`src/rtl/fetch_unit.sv`:
```
// fetch_unit: holds the PC, fetches words over a valid/ready request + valid response channel,
// presents them to the control unit and picks the next PC; flush redirects and drops stale responses.
module fetch_unit #(
    parameter logic [31:0] RESET_PC = 32'h0000_0000
) (
    input  logic        clk,
    input  logic        reset,
    output logic        imem_req_valid,
    input  logic        imem_req_ready,
    output logic [31:0] imem_addr,
    input  logic        imem_rsp_valid,
    input  logic [31:0] imem_rsp_data,
    output logic        inst_valid,
    input  logic        inst_ready,
    output logic [31:0] inst,
    output logic [5:0]  opcode,
    output logic [5:0]  func,
    output logic [31:0] inst_pc,
    input  logic        ctl_jump,
    input  logic        ctl_jump_reg,
    input  logic        ctl_branch,
    input  logic        ctl_taken,
    input  logic [31:0] jr_target,
    input  logic        flush,
    input  logic [31:0] flush_pc,
    output logic        misalign_err
);
    typedef enum logic [1:0] {IDLE, FETCH, WAIT, HOLD} state_t;
    state_t      state_q, state_d;
    logic [31:0] pc_q, pc_d, inst_q, inst_d, inst_pc_q, inst_pc_d;
    logic        discard_q, discard_d, mis_q, mis_d;
    logic [31:0] pc4, next_pc;

    always_ff @(posedge clk or posedge reset) begin
        if (reset) begin
            state_q   <= IDLE;
            pc_q      <= RESET_PC;
            inst_q    <= '0;
            inst_pc_q <= '0;
            discard_q <= 1'b0;
            mis_q     <= 1'b0;
        end else begin
            state_q   <= state_d;
            pc_q      <= pc_d;
            inst_q    <= inst_d;
            inst_pc_q <= inst_pc_d;
            discard_q <= discard_d;
            mis_q     <= mis_d;
        end
    end

    assign pc4 = inst_pc_q + 32'd4;

    always_comb begin
        next_pc = ctl_jump_reg ? {jr_target[31:2], 2'b00}
                : ctl_jump ? {pc4[31:28], inst_q[25:0], 2'b00}
                : (ctl_branch && ctl_taken) ? pc4 + {{14{inst_q[15]}}, inst_q[15:0], 2'b00}
                : pc4;
    end

    always_comb begin
        state_d   = state_q;
        pc_d      = pc_q;
        inst_d    = inst_q;
        inst_pc_d = inst_pc_q;
        discard_d = discard_q;
        mis_d     = mis_q;
        case (state_q)
            IDLE:  state_d = FETCH;
            FETCH: state_d = imem_req_ready ? WAIT : FETCH;
            WAIT: begin
                if (imem_rsp_valid) begin
                    discard_d = 1'b0;
                    state_d   = discard_q ? FETCH : HOLD;
                    inst_d    = discard_q ? inst_q : imem_rsp_data;
                    inst_pc_d = discard_q ? inst_pc_q : pc_q;
                end
            end
            HOLD: begin
                if (inst_ready) begin
                    pc_d    = next_pc;
                    state_d = FETCH;
                    mis_d   = mis_q | (ctl_jump_reg & (|jr_target[1:0]));
                end
            end
        endcase
        // An accepted-but-unanswered request must have its response swallowed after a redirect
        if (flush && state_q != IDLE) begin
            pc_d      = {flush_pc[31:2], 2'b00};
            mis_d     = mis_q | (|flush_pc[1:0]);
            inst_d    = inst_q;
            inst_pc_d = inst_pc_q;
            state_d   = (state_q == HOLD || (state_q == WAIT && imem_rsp_valid) ||
                         (state_q == FETCH && !imem_req_ready)) ? FETCH : WAIT;
            discard_d = (state_q == FETCH && imem_req_ready) || (state_q == WAIT && !imem_rsp_valid);
        end
    end

    always_comb begin
        imem_req_valid = state_q == FETCH;
        inst_valid     = state_q == HOLD;
    end

    assign imem_addr    = pc_q;
    assign inst         = inst_q;
    assign inst_pc      = inst_pc_q;
    assign opcode       = inst_q[31:26];
    assign func         = inst_q[5:0];
    assign misalign_err = mis_q;
endmodule

```
`config.mk`:
```
export PLATFORM = sky130hd
export DESIGN_NAME = fetch_unit
export DESIGN_NICKNAME = d
export VERILOG_FILES = /design/src/rtl/fetch_unit.sv
export SDC_FILE = /design/constraint.sdc
export NUM_CORES = 1
export LEC_CHECK = 0
export ABC_AREA = 1
export BUFFER_PORTS_ARGS = -buffer_cell sky130_fd_sc_hd__buf_2
export CAP_MARGIN = 20
export CORE_ASPECT_RATIO = 2
export CORE_MARGIN = 2
export CORE_UTILIZATION = 43
export CTS_CLUSTER_SIZE = 8
export DETAILED_ROUTE_END_ITERATION = 7
export GPL_TIMING_DRIVEN = 0
export PLACE_DENSITY = 0.75
export SYNTH_ARGS = -nofsm -noshare
export SYNTH_HDL_FRONTEND = slang
export SYNTH_SLANG_ARGS = --single-unit
```
`constraint.sdc`:
```
create_clock -name clk -period 3 [get_ports clk]
set_clock_uncertainty 0.15 [all_clocks]
set_input_delay 0.45 -clock clk [delete_from_list [all_inputs] [get_ports clk]]
set_output_delay 0.45 -clock clk [all_outputs]
set_load 0.005 [all_outputs]
```
* Word level (Yosys, flattened, before mapping)
Cells that the tools add are included.
** Operators by class
- Reductions and logical operators :: 23
- Mux-type cells :: 19
- Eq/ne operators :: 5
- Add/sub/neg operators :: 2
- Bitwise operators :: 5
** Operators with widths (count)
- $mux W32 :: 6
- $add A32 B3 Y32 const B :: 1
- $add A32 B32 Y32 :: 1
- $mux W2 :: 6
- $reduce_bool A2 Y1 :: 5
- $pmux W2 S4 :: 1
- $logic_and A1 B1 Y1 :: 6
- $mux W1 :: 6
- $reduce_and A2 Y1 :: 3
- $eq A2 B2 Y1 const B :: 2
- $reduce_and A4 Y1 :: 1
- $reduce_or A2 Y1 :: 2
- $logic_or A1 B1 Y1 :: 3
- $ne A3 B1 Y1 const B :: 1
- $ne A3 B3 Y1 const B :: 1
- $eq A2 B1 Y1 const B :: 1
- $logic_not A1 Y1 :: 2
- $logic_not A2 Y1 :: 1
- $not A1 Y1 :: 2
- $or A1 B1 Y1 :: 2
- $and A1 B1 Y1 :: 1
** Storage, ports and cells
- Word-level logic and storage cells :: 60
- Bits of input ports :: 106
- Register bits after elaboration :: 100
- Output and inout port bits :: 111

* Longest topological paths before layout
Gate-level depths: netlist (run 1).
- Depth in word-level cells :: 8
- Mapped depth :: 25
- Gate-level depth less buffers :: 24

* Least setup slack after synthesis (run 1)
OpenSTA, ideal clock, no wires.
- Kind :: reg-to-reg
- From :: reg inst_pc_q[2] (netlist: inst_pc[2])
- To :: reg pc_q[21] (netlist: imem_addr[21])
- Required time :: 2.734 ns
- Stages on the path, launching flop included :: 22
- Setup slack :: 0.162 ns
- Clock period less this slack :: 2.838 ns
- Library setup time :: 0.116 ns
- Path buffers :: 0
- Arrival time :: 2.571 ns
- Cell sequence :: dfrtp_1 > ha_1 > nand2_1 > nor2_4 > nand2_1 > nor2_1 > xor2_1 > inv_1 > ha_1 > nand2_1 > nor2_1 > inv_1 > nor2_1 > nand3b_1 > nand3_1 > nand2_1 > nand3_1 > nand2_1 > nand2_1 > nand2_1 > nand2_1 > nand2_1
** On the way
- Word-level cells in the longest chain between the ends :: 8
** Ends and longest elaborated chain
- from (decl) :: RTL line 30 : logic [31:0] pc_q, pc_d, inst_q, inst_d, inst_pc_q, inst_pc_d;
- from (signal assigned) :: RTL line 46 : inst_pc_q <= inst_pc_d;
- $add A32 B3 Y32 (*) :: RTL line 52 : assign pc4 = inst_pc_q + 32'd4;
- $add A32 B32 Y32 :: RTL line 57 : : (ctl_branch && ctl_taken) ? pc4 + {{14{inst_q[15]}}, inst_q[15:0], 2'b00}
- $mux W32 (*) :: RTL line 57
- $mux W32 (*) :: RTL line 56 : : ctl_jump ? {pc4[31:28], inst_q[25:0], 2'b00}
- $mux W32 (*) :: RTL line 55 : next_pc = ctl_jump_reg ? {jr_target[31:2], 2'b00}
- $mux W32 (*) :: RTL line 80 : if (inst_ready) begin
- $mux W32 (*) :: RTL line 68 : case (state_q)
- $mux W32 (*) :: RTL line 88 : if (flush && state_q != IDLE) begin
- to (signal assigned) :: RTL line 44 : pc_q <= pc_d;
- to (decl) :: RTL line 30
Mark *: on every way between the ends. The rest lies on a longest branch, timed or not. The select of a mux whose other input is x is not followed.
A chain may end at the register's enable or synchronous reset.

* Worst setup path in the final report (run 1)
- From :: reg inst_pc_q[3] (netlist: inst_pc[3])
- To :: reg pc_q[18] (netlist: imem_addr[18])
Same word-level chain as after synthesis.

==> results.py, run 1 <==
metrics = {
    "logic_synthesis": {
        "ys_dominant_reg_cell": "dfrtp_1",
        "post_synth_mux_area_share_pct": 4.05,
        "synth-compound-area-share_pct": 12.2,
        "postSynth.asyncResetShare_pct": 100,
        "synth.ff_latch_count": 100,
        "seq_area_frac_synth_pct": 30.0,
        "postSynthAreaPerCell_sq_um": 6.69,
        "yosys.area_share.adder_pct": 6.39,
        "synth_edf_count": 0,
        "mappedNetlistArea_sq_um": 8350,
        "largest_family_of_logic_cells_by_synthesized_area": "simple AND/OR/NAND/NOR gates",
        "synth-simple-area-share_pct": 33.8,
        "yosys_warnings": 0,
        "xor_xnor_cell_area_share_of_the_yosys_netlist_pct": 1.78,
        "synth_fp_nets": 1395,
        "yosysUniqueCellTypes": 43,
        "synth_cells": 1247,
    },
    "min_path": {
        "timing.hold.worst.class": "input pin to register",
    },
    "sta": {
        "finalCriticalPeriod_ps": 3230,
        "whs_ps": 165,
        "setup-violations-final": 17,
        "finalWorstSetupSlack_ps": -233,
        "tightestPinTransition_ps": 852,
        "setup_repair_after_global_routing_missed_its_margin": "yes",
        "max-slew-margin-rel_pct": 43.2,
        "fmaxAchievable_mhz": 309,
        "final-hold-violation-count": 0,
        "final.period_utilization_pct": 108,
        "slew_viol_final": 0,
    },
    "outcome": {
        "failed_checks": "setup timing",
        "status": "complete, but fails checks",
    },
    "worst_setup_path": {
        "cp-end-kind": "register",
        "critPathArrivalTime_ps": 3310,
        "critical_path.max_fanout": 5,
        "worstSetupStartpointType": "register",
        "critical_path_class": "register to register",
        "required_ps": 3070,
    },
    "layout": {
        "syn_to_final_growth_pct": 40.6,
        "most-common-layout-cells": "nand2_1, buf_2, inv_1, dfrtp_1, nand3_1",
        "drive_above_1_share_pct": 41.7,
        "final_nets": 1684,
        "antenna-diode-count": 0,
        "most_common_library_cell_in_the_layout_ignoring_fill_and_taps": "nand2_1",
    },
    "floorplan": {
        "floorplan.io_pins": 217,
        "die-width_microns": 103,
        "initial_core_util_pct": 43.5,
        "core_area_sq_um": 19200,
        "die_height_microns": 201,
        "std_cell_rows": 72,
        "floorplan.die_area_sq_um": 20600,
    },
    "power_and_ir_drop": {
        "irDropWorstVdd_mv": 0.579,
        "power.static_leakage_nw": 5.97,
        "power_density_nw_per_um2": 1170,
    },
    "cts": {
        "cts_buffer_depth": 2,
        "clock_latency_ps": 360,
        "cts.htree.levels": 3,
        "tritoncts_clock_tree": "done",
        "tritoncts_num_sinks": 100,
        "clkSlewWorstSetupHoldPaths_ps": 80,
        "clock_root_buffer": "clkbuf_16",
        "total_cts_buffers": 9,
    },
    "place": {
        "placement.io_buffers": 215,
        "finalWeightedCongestion": 0.976,
        "place_ws_ps": -820,
        "post_detailed_placement_half_perimeter_wirelength_mm": 26.2,
    },
    "grt": {
        "grt_pass1_wl_mm": 50.8,
        "antenna_violations_before_repair": 0,
        "grt_use_total_pct": 32.8,
        "grt_start_max_net_pins": 43,
        "grt_pass1_vias": 9614,
        "gr-total-overflow": 0,
    },
    "route": {
        "avgRoutedWirePerCell_microns": 19.2,
        "drt-vias-per-instance": 5.44,
        "wirelength_mm": 34.6,
        "route.antenna.remaining_nets": 0,
        "detailedRoute.firstPassIterationCount": 8,
        "via_count": 9799,
        "detailedRoute.firstIterationViolations": 671,
        "route.detailed.drc": 0,
    },
    "flow_run": {
        "cap_viol_max_count": 0,
    },
}
[synth_stat cells, types with 7 or more instances]
library cell	n	share of area (%)
and2_1	7	0.52
a21oi_1	55	3.3
or2_2	13	0.97
nand3_1	86	5.2
buf_2	13	0.78
o21ai_0	64	3.8
nand4_1	13	0.97
nor3_1	14	0.84
dfrtp_1	100	30
inv_1	182	8.2
clkbuf_1	13	0.58
ha_1	41	6.1
buf_4	14	1.3
xor2_1	14	1.5
mux2_2	30	4.0
nand2_1	402	18
o221a_2	26	3.5
nor2_1	95	4.3
[area by class of cell]
cell class	count	area (sq um)
Sequential cell	100	2520
Clock buffer	12	246
Buffer	46	279
Timing Repair Buffer	278	1620
Clock inverter	4	77.6
Multi-Input combinational cell	911	5940
Fill cell	1677	7450
Inverter	190	726
Tap cell	259	324
[sequential cells by signal, indices dropped and copies added (netlist names)]
| signal | count |
|---|---|
| discard_q | 1 |
| state_q | 2 |
| inst | 32 |
| inst_pc | 32 |
| misalign_err | 1 |
| imem_addr | 32 |
[path summary, 6_finish.rpt]
path | start | endpoint | slack, ps | cells after the start
max reg2reg | inst_pc[3] | imem_addr[18] | -230 | 21
max in group asynchronous | reset | inst[15] | 1270 | 5
min reg2reg | imem_addr[23] | imem_addr[23] | 360 | 2
min | imem_rsp_data[13] | inst[13] | 160 | 2
min in group asynchronous | reset | inst[2] | 530 | 3
max | inst_pc[3] | imem_addr[18] | -230 | 21
[report_power, final]
part	internal, mW	switching (mW)
sequential	1.99	0.796
combinational	3.96	5.60
clock	0.763	0.571
total	6.71	6.97
[cells by family after synthesis]
| logic type | Yosys count |
|---|---|
| XOR/XNOR | 17 |
| multiplexers | 30 |
| adder cells (fa/ha/maj) | 42 |
| buffers and inverters | 236 |
| AO/OA/AOI/OAI | 163 |
| flip-flops | 100 |
| AND/OR/NAND/NOR | 659 |
[metal layers]
| metal | GRT usage, % | part of all wire [%] | vias up |
|---|---|---|---|
| met3 | 3.76 | 6.0 | 174 |
| met1 | 33.7 | 32 | 4571 |
| li1 | - | - | 4558 |
| met2 | 57.4 | 52 | 496 |
| met4 | 26.8 | 9.5 | 0 |
| met5 | 0 | 0 | - |
[metrics by stage]
stage	utilization [%]	TNS, ps	power, mW	instance area, sq um	instances
2_1_floorplan	-	0	7.24	8350	1247
3_3_place_gp	50.8	-11040	9.56	9750	1721
3_5_place_dp	51.0	-12330	9.69	9790	1723
4_1_cts	58.7	-768	12.7	11300	1788
5_1_grt	61.2	-4810	14.6	11700	1800
6_report	61.2	-1960	13.7	11700	1800
[critical path, cell delays in order (launching register included)]
cell	delay [ps]
dfrtp_2	440
ha_4	150
nand2_1	100
nor2_4	230
nand2_2	110
inv_2	100
nand2_2	100
xor2_4	210
ha_4	320
nand2_2	100
nor2_4	130
inv_1	90
nor2_2	150
nand2_1	80
nand2_1	60
nand2_1	90
nand3_2	100
nand2_2	70
o21ai_1	80
nand2_1	70
nand2_1	80
o21ai_1	60
[what timing repair did]
| item | in CTS | in global routing |
|---|---|---|
| gates resized for setup | 189 | 114 |
| pin swaps | 70 | 52 |
| hold buffers | 1 | 0 |
| setup buffers | 48 | 12 |
| setup endpoints to repair | 25 | 27 |
| hold endpoints to repair | 15 | 0 |
(Power assumes the default switching activity.)
==> run 2: changes to the inputs <==
ABC_AREA = 0   (was 1)
PLACE_DENSITY = 0.76   (was 0.75)
==> results.py, run 2 <==
metrics = {
    "outcome": {
        "status": "complete, but fails checks",
        "failed_checks": "setup timing",
    },
    "place": {
        "place_inst": 1201,
        "post_detailed_placement_cell_area_sq_um": 8560,
        "placement.io_buffers": 214,
        "finalWeightedCongestion": 1.02,
        "post_detailed_placement_half_perimeter_wirelength_mm": 21.5,
        "place_ws_ps": -1090,
    },
    "logic_synthesis": {
        "synth_edf_count": 0,
        "yosys.area.top_type_share_pct": 35.1,
        "synth_cells": 781,
        "synthTopCellsByCount": "dfrtp_1, nand2_1, mux2_2",
        "synth.ff_latch_count": 100,
        "yosysTopAreaCell": "dfrtp_1",
        "synth_fp_nets": 929,
        "mappedNetlistArea_sq_um": 7120,
        "seq_area_frac_synth_pct": 35.1,
        "postSynth.asyncResetShare_pct": 100,
        "post_synth_main_area_contributors": "dfrtp_1, mux2_2, ha_1",
        "yosysUniqueCellTypes": 67,
        "postSynthAreaPerCell_sq_um": 9.12,
        "ys_dominant_reg_cell": "dfrtp_1",
        "yosys_warnings": 0,
        "synthMostInstantiatedCell": "dfrtp_1",
    },
    "route": {
        "detailedRoute.firstPassIterationCount": 5,
        "detailedRoute.firstIterationViolations": 539,
        "route.antenna.remaining_nets": 0,
        "avgRoutedWirePerCell_microns": 23.5,
        "via_count": 7935,
        "wirelength_mm": 30.6,
        "drt-vias-per-instance": 6.09,
        "route.detailed.drc": 0,
    },
    "layout": {
        "most-common-layout-cells": "buf_2, buf_4, dfrtp_1, nand2_1, mux2_2",
        "final_nets": 1241,
        "utilization_pct": 64.9,
        "drive_above_1_share_pct": 50.5,
        "antenna-diode-count": 0,
        "postLayoutCellArea_sq_um": 10600,
        "syn_to_final_growth_pct": 48.2,
        "finalNonFillerCells": 1302,
        "most_common_library_cell_in_the_layout_ignoring_fill_and_taps": "buf_2",
    },
    "floorplan": {
        "initial_core_util_pct": 43.8,
        "floorplan.io_pins": 217,
        "std_cell_rows": 66,
        "core_area_sq_um": 16300,
        "die-width_microns": 95.0,
        "floorplan.die_area_sq_um": 17700,
        "die_height_microns": 186,
    },
    "sta": {
        "fmaxAchievable_mhz": 268,
        "fin_tns_setup_ps": -8670,
        "tightestPinTransition_ps": 1330,
        "setup-violations-final": 20,
        "slew_viol_final": 0,
        "final-hold-violation-count": 0,
        "setup_repair_after_global_routing_missed_its_margin": "yes",
        "whs_ps": 14.6,
        "max-slew-margin-rel_pct": 11.2,
        "finalCriticalPeriod_ps": 3720,
        "finalWorstSetupSlack_ps": -724,
        "final.period_utilization_pct": 124,
    },
    "power_and_ir_drop": {
        "total_switching_power_mw": 5.83,
        "intPower_mw": 6.98,
        "power.static_leakage_nw": 4.76,
        "combinationalPowerShare_pct": 67.4,
        "net_sw_share_pct": 45.5,
        "clock_power_share_pct": 9.7,
        "seq_power_share_pct": 22.9,
        "irDropWorstVdd_mv": 0.542,
        "total_power_mw": 12.8,
        "power_density_nw_per_um2": 1210,
    },
    "worst_setup_path": {
        "crit_path_top_delay_cell": "dfrtp_2",
        "required_ps": 3130,
        "worstSetupStartpointType": "register",
        "setup_slack_of_the_most_critical_reg_to_reg_path_ps": -720,
        "critical_path_class": "register to register",
        "critical_path.cell_chain": "nand2_4 > nor3_4 > buf_6 > and3_4 > nand4_1 > xnor2_2 > buf_4 > ha_4 > nand4_1 > or3_4 > o21ai_4 > a21oi_2 > a21oi_2 > mux2_4 > nor4_4",
        "slowest_delay_ps": 470,
        "critPathArrivalTime_ps": 3850,
        "critical_path.max_fanout": 5,
        "cp-end-kind": "register",
    },
    "grt": {
        "gr-total-overflow": 0,
        "antenna_violations_before_repair": 0,
        "grt_start_max_net_pins": 41,
        "grt_use_total_pct": 32.7,
        "grt_pass1_wl_mm": 42.5,
        "grt_pass1_vias": 7724,
    },
    "min_path": {
        "timing.hold.worst.class": "input pin to asynchronous set/reset pin",
    },
    "cts": {
        "cts.htree.levels": 3,
        "total_cts_buffers": 9,
        "clock_latency_ps": 370,
        "clkSlewWorstSetupHoldPaths_ps": 70,
        "tritoncts_clock_tree": "done",
        "clock_root_buffer": "clkbuf_16",
        "cts_buffer_depth": 2,
        "tritoncts_num_sinks": 100,
    },
    "flow_run": {
        "cap_viol_max_count": 0,
    },
}
==> run 2: area by class of cell <==
class / count / area (sq um)
timing repair buffer: 303 / 1830
multi-input combinational: 621 / 5360
clock buffer: 10 / 239
fill: 1313 / 5710
sequential: 100 / 2520
inverter: 12 / 48.8
tap: 204 / 255
buffer: 46 / 239
clock inverter: 6 / 71.3
==> run 2: power groups by stage <==
| stage | combinational [mW] | clock (mW) | sequential [mW] |
|---|---|---|---|
| after detailed placement | 5.83 | 0 | 2.88 |
| after CTS | 7.09 | 1.25 | 2.82 |
| after global placement | 5.75 | 0 | 2.86 |
| after global routing | 9.16 | 1.30 | 3.00 |
| after floorplan | 3.94 | 0 | 2.67 |
| final | 8.63 | 1.24 | 2.93 |
==> run 2: final timing paths <==
check / startpoint / to / cells after the start
worst max-delay path: inst_pc[3] / imem_addr[31] / 15
worst min-delay path: reset / inst_pc[0] / 2
worst max register to register: inst_pc[3] / imem_addr[31] / 15
worst min register to register: misalign_err / misalign_err / 1
max in group asynchronous: reset / inst_pc[14] / 3
min in group clk: flush_pc[5] / imem_addr[5] / 3
==> run 2: cells by family after synthesis <==
group	share of synthesized area, %
AOI/OAI and AO/OA	20.7
xor gates and xnor gates	5.92
adders and majority gates	7.48
buffers and inverters	3.93
DFF	35.1
muxes	10.1
and+or+nand+nor	16.7
==> run 2: per-layer routing <==
metal	global-route usage, %	share of wire, %	vias to the layer above	wire, microns
li1	-	-	3491	-
met1	34.4	32	3799	9930
met2	56.5	51	478	15600
met3	4.53	7.2	167	2190
met4	26.7	9.3	0	2850
met5	0	0	-	0
==> run 2: repair_timing <==
| item | 4_1_cts | 5_1_grt |
|---|---|---|
| cloned | 0 | 0 |
| hold buffers | 0 | 0 |
| setup endpoints to repair | 49 | 30 |
| setup buffers | 46 | 45 |
| resized for setup | 98 | 108 |
| pin swaps | 61 | 66 |
| hold endpoints to repair | 0 | 0 |
==> run 2: critical path: cells and delay by family, from the launching register on <==
family | cells | cell delay [ps]
AND/OR/NAND/NOR | 7 | 1530
flip-flops | 1 | 470
AO/OA/AOI/OAI | 3 | 330
multiplexers | 1 | 330
buffers and inverters | 2 | 310
adder cells (fa/ha/maj) | 1 | 310
XOR/XNOR | 1 | 200
